[src/rtl/shift_ctrl.sv]
// shift_ctrl: issue/capture/write-back sequencer driving an external 8-bit shifter.
// Optional macro SHIFT_ZERO_SKIP_EN: count-0 operations bypass the shifter and write back directly.

`ifndef SHL_FN
`define SHL_FN 2'd0
`endif
`ifndef SHR_FN
`define SHR_FN 2'd1
`endif
`ifndef ROL_FN
`define ROL_FN 2'd2
`endif
`ifndef ROR_FN
`define ROR_FN 2'd3
`endif

module shift_ctrl (
  input  logic       clk,
  input  logic       rst_n,
  input  logic       in_valid,
  output logic       in_ready,
  input  logic [1:0] in_opcode,
  input  logic [2:0] in_count,
  input  logic [7:0] in_data,
  input  logic [2:0] in_rd,
  output logic [7:0] sh_data,
  output logic [1:0] sh_opcode,
  output logic [2:0] sh_count,
  output logic       sh_enable,
  input  logic [7:0] sh_out,
  input  logic       sh_c,
  output logic       wb_en,
  output logic [2:0] wb_addr,
  output logic [7:0] wb_data,
  output logic       flag_c,
  output logic       flag_z,
  output logic       busy
);

  typedef enum logic [1:0] {IDLE, ISSUE, CAPTURE, WRITE} state_t;

  state_t     state, next_state;
  logic [2:0] rd_q;
  logic       accept;
  logic       skip;

  assign in_ready = (state == IDLE);
  assign busy     = (state != IDLE);
  assign accept   = in_valid && in_ready;

`ifdef SHIFT_ZERO_SKIP_EN
  assign skip = accept && (in_count == 3'd0);
`else
  assign skip = 1'b0;
`endif

  always_ff @(posedge clk or negedge rst_n) begin
    if (!rst_n) state <= IDLE;
    else        state <= next_state;
  end

  always_comb begin
    next_state = state;
    case (state)
      IDLE:    if (accept) next_state = skip ? WRITE : ISSUE;
      ISSUE:   next_state = CAPTURE;
      CAPTURE: next_state = WRITE;
      WRITE:   next_state = IDLE;
      default: next_state = IDLE;
    endcase
  end

  // Strobes are registered from next_state so each is high for exactly the cycle spent in its state.
  always_ff @(posedge clk or negedge rst_n) begin
    if (!rst_n) begin
      sh_data   <= 8'h00;
      sh_opcode <= 2'd0;
      sh_count  <= 3'd0;
      sh_enable <= 1'b0;
      rd_q      <= 3'd0;
      wb_en     <= 1'b0;
      wb_addr   <= 3'd0;
      wb_data   <= 8'h00;
      flag_c    <= 1'b0;
      flag_z    <= 1'b0;
    end else begin
      sh_enable <= (next_state == ISSUE);
      wb_en     <= (next_state == WRITE);
      if (accept) begin
        sh_data   <= in_data;
        sh_opcode <= in_opcode;
        sh_count  <= in_count;
        rd_q      <= in_rd;
      end
      if (skip) begin
        wb_data <= in_data;
        wb_addr <= in_rd;
        flag_c  <= 1'b0;
        flag_z  <= (in_data == 8'h00);
      end
      if (state == CAPTURE) begin
        wb_data <= sh_out;
        wb_addr <= rd_q;
        flag_c  <= sh_c;
        flag_z  <= (sh_out == 8'h00);
      end
    end
  end

endmodule

[config.mk]
export PLATFORM = sky130hd
export DESIGN_NAME = shift_ctrl
export DESIGN_NICKNAME = d
export VERILOG_FILES = /design/src/rtl/shift_ctrl.sv
export SDC_FILE = /design/constraint.sdc
export NUM_CORES = 1
export LEC_CHECK = 0
export CORE_MARGIN = 1.5
export CORE_UTILIZATION = 38
export CTS_CLUSTER_DIAMETER = 150
export CTS_CLUSTER_SIZE = 10
export DETAILED_ROUTE_END_ITERATION = 16
export PLACE_DENSITY = 0.8
export SLEW_MARGIN = 10
export SYNTH_ARGS = -nofsm -noshare
export SYNTH_HDL_FRONTEND = slang
export SYNTH_SLANG_ARGS = --single-unit
[constraint.sdc]
create_clock -name clk -period 2.2 [get_ports clk]
set_input_delay 0.55 -clock clk [delete_from_list [all_inputs] [get_ports clk]]
set_output_delay 0.55 -clock clk [all_outputs]
set_load 0.02 [all_outputs]
==> impl_summary.log <==
INFO  metric post-route-period-util = 92.14%
INFO  metric grt_pass1_vias = 899
INFO  metric post_synth_inst_count = 78
INFO  metric antenna_cells = 0
INFO  metric drtAntennaViolNets = 0
INFO  metric overall_global_routing_resource_usage = 15.48%
INFO  metric timing.hold.ws = 0.5123 ns
INFO  metric yosys.cell_types.count = 15
INFO  metric postCtsSetupBuffers = 0
INFO  metric ys_warn_count = 0
INFO  metric timing_worst_slew_pin_value = 0.6437 ns
INFO  metric post-dp-hpwl = 1886 um
INFO  metric finalWeightedCongestion = 0.6334
INFO  metric route.detailed.vias_per_inst = 4.572
INFO  metric relSlewSlack = 57.09%
INFO  metric fin_skew = 0.004079 ns
INFO  metric route.detailed.wl_per_inst = 13.90 um
INFO  metric syn-cell-area = 1297 sq um
INFO  metric synth.avg_cell_area = 16.63 sq um
INFO  metric post_route_cells_drive_above_1_share = 26.95%
INFO  metric pin_count_of_the_biggest_net_entering_global_routing = 34
INFO  metric ys_dominant_reg_cell = sky130_fd_sc_hd__dfrtp_1
INFO  metric cp.required = 1.65 ns
INFO  metric post-route-worst-setup-slack = 0.1728 ns
INFO  metric grt_first_pass_wirelength = 4091 um
INFO  metric setup.worst_path.start_class = flop
INFO  metric critical_path_arrival = 1.48 ns
INFO  metric min-delay-path-class = reg -> reg
INFO  metric floorplan.initialDensity = 39.19%
INFO  metric count_of_flip_flops_with_a_built_in_enable_after_synthesis = 0
INFO  metric post-synth-top-count-cell = sky130_fd_sc_hd__dfrtp_1
INFO  metric grt-ovfl-total = 0
INFO  metric antenna_found_initial = 0
INFO  metric timing.setup.tns = 0 ns
INFO  metric irDropWorstVdd = 0.6017 mV
INFO  metric netlist_top_cells_count = sky130_fd_sc_hd__dfrtp_1 (33), sky130_fd_sc_hd__mux2_2 (18), sky130_fd_sc_hd__mux2_4 (10)
INFO  metric synth_nets = 108
INFO  metric cts-buffers-inserted = 5
INFO  metric outcome = finished, final reports clean
INFO  metric timing.critical_path.to_type = output pin
INFO  metric leakage = 0.8681 nW
INFO  metric floorplan.core_area = 3311 sq um
INFO  metric clock_sinks = 33
INFO  metric cts_root_buf = sky130_fd_sc_hd__clkbuf_4
INFO  metric ctsHtreeMaxLevel = 2
INFO  metric dr_total_vias = 855
INFO  metric fmax = 493.3 MHz
INFO  metric route.detailed.drc = 0
INFO  metric timing.final.crit_period = 2.027 ns
INFO  metric routed_wirelength = 2600 um
INFO  metric synth_sequential_area_ratio = 63.65%
INFO  metric highest_net_fanout_along_the_worst_path = 6
INFO  metric std_cell_rows = 21
INFO  metric worst-r2r-setup-slack = 0.63 ns
INFO  metric die_h = 61.44 um
INFO  metric dr.pass1.iters = 3
INFO  metric async_reset_ff_share = 100.0%
INFO  metric maxSlewViolCount = 0
INFO  metric tritoncts_clock_tree = yes
INFO  metric power.density = 1505 nW/um^2
INFO  metric die_x = 61.44 um
INFO  metric top_level_ports = 58
INFO  metric ys_ff_latch = 33
INFO  metric rsz0062_at_grt = false
INFO  metric layout.core_utilization = 59.15%
INFO  metric worst-setup-path-type = reg -> out
INFO  metric multi_input_comb_area = 436.7 sq um
INFO  metric cts.reportedPaths.clkPinSlew = 0.10 ns
INFO  metric worst_skew_pair.late_latency = 0.33 ns
INFO  metric seq_area = 825.8 sq um
INFO  metric final-setup-viol-count = 0
INFO  metric cts_max_path_buffers = 2
INFO  metric yosys.area.top_type = sky130_fd_sc_hd__dfrtp_1
INFO  metric place_worst_setup_slack = 0.2480 ns
INFO  metric fp.dieArea = 3774 sq um
INFO  metric initialDrtViolationCount = 26
INFO  metric synthToLayoutAreaGrowth = 50.92%
INFO  metric num-nets-final = 170
INFO  metric port_buffers = 57
INFO  metric max_cap_violations = 0
INFO  metric yosys-top-cells-area = sky130_fd_sc_hd__dfrtp_1 (64%), sky130_fd_sc_hd__mux2_2 (16%), sky130_fd_sc_hd__mux2_4 (12%)
INFO  metric timing_hold_violations_final = 0
INFO  metric yosysTopAreaCellShare = 63.65%
INFO  metric n_fill_cell = 285
INFO  metric power.total = 2.947 mW
==> cells by family (layout without fill, tap and decap cells) <==
| kind of cell | Yosys count | count (layout) | share of synthesized area (%) |
|---|---|---|---|
| AOI/OAI and AO/OA | 3 | 3 | 1.639 |
| and+or+nand+nor | 6 | 6 | 2.893 |
| buffers and inverters | 6 | 69 | 2.700 |
| muxes | 28 | 28 | 27.19 |
| adders and majority gates | 2 | 2 | 1.928 |
| DFF | 33 | 33 | 63.64 |
==> flip-flops by register name, indices dropped and copies added (netlist names), 2 cells and up <==
signal / flops
sh_data: 8
wb_addr: 3
sh_opcode: 2
wb_data: 8
state: 2
sh_count: 3
rd_q: 3
==> worst max-delay path, cell delays in order (launching register included) <==
cell and delay, ns:
sky130_fd_sc_hd__dfrtp_1 0.39, sky130_fd_sc_hd__inv_1 0.09, sky130_fd_sc_hd__ha_1 0.30, sky130_fd_sc_hd__inv_1 0.06, sky130_fd_sc_hd__dlygate4sd2_1 0.32
==> worst paths after layout <==
| path | startpoint | endpoint | cells past startpoint |
|---|---|---|---|
| setup reg to reg | state[0]$_DFF_PN0_ | wb_data[2]$_DFFE_PN0P_ | 3 |
| max in group asynchronous | rst_n | sh_opcode[0]$_DFFE_PN0P_ | 2 |
| hold / removal | rd_q[0]$_DFFE_PN0P_ | wb_addr[0]$_DFFE_PN0P_ | 1 |
| hold reg to reg | rd_q[0]$_DFFE_PN0P_ | wb_addr[0]$_DFFE_PN0P_ | 1 |
| min in group asynchronous | rst_n | wb_data[0]$_DFFE_PN0P_ | 2 |
| setup / recovery | state[0]$_DFF_PN0_ | busy | 4 |
==> report_power, final <==
group          switching (mW)  internal (mW)
Clock                   0.197          0.122
Combinational           0.701          0.869
Sequential              0.149          0.910
Total                    1.05           1.90
==> through the flow <==
| stage | instance area [sq um] | cells |
|---|---|---|
| 2_1_floorplan | 1297 | 78 |
| 3_3_place_gp | 1909 | 179 |
| 3_5_place_dp | 1909 | 179 |
| 4_1_cts | 1958 | 187 |
| 5_1_grt | 1958 | 187 |
| 6_report | 1958 | 187 |
==> routing by layer <==
layer | vias to the layer above | track usage (%) | wire (um)
li1 | 395 | - | -
met1 | 419 | 16.33 | 1043
met2 | 39 | 27.20 | 1319
met3 | 2 | 7.143 | 227
met4 | 0 | 5.471 | 10
met5 | - | 0 | 0
==> repair_timing <==
item	CTS	global route
setup endpoints to repair	2	0
gates resized for setup	2	0
hold buffers	0	0
==> layout by cell type, fill, tap and decap left out, drive strengths merged <==
master         instances
a211oi                 1
a21oi                  1
a31o                   1
buf                    1
clkbuf                 6
clkdlybuf4s50         55
clkinv                 2
dfrtp                 33
dlygate4sd2            2
ha                     2
inv                    3
mux2                  28
nand2                  1
nor2                   2
nor2b                  1
nor4                   2
==> cell type report <==
class	instances	share of cell area (%)
Timing Repair Buffer	58	29.39
Inverter	3	0.5751
Clock inverter	2	0.5112
Clock buffer	6	2.109
Multi-Input combinational cell	39	22.30
Tap cell	46	2.939
Sequential cell	33	42.17
Note: power is estimated with default switching activity, not from simulation.
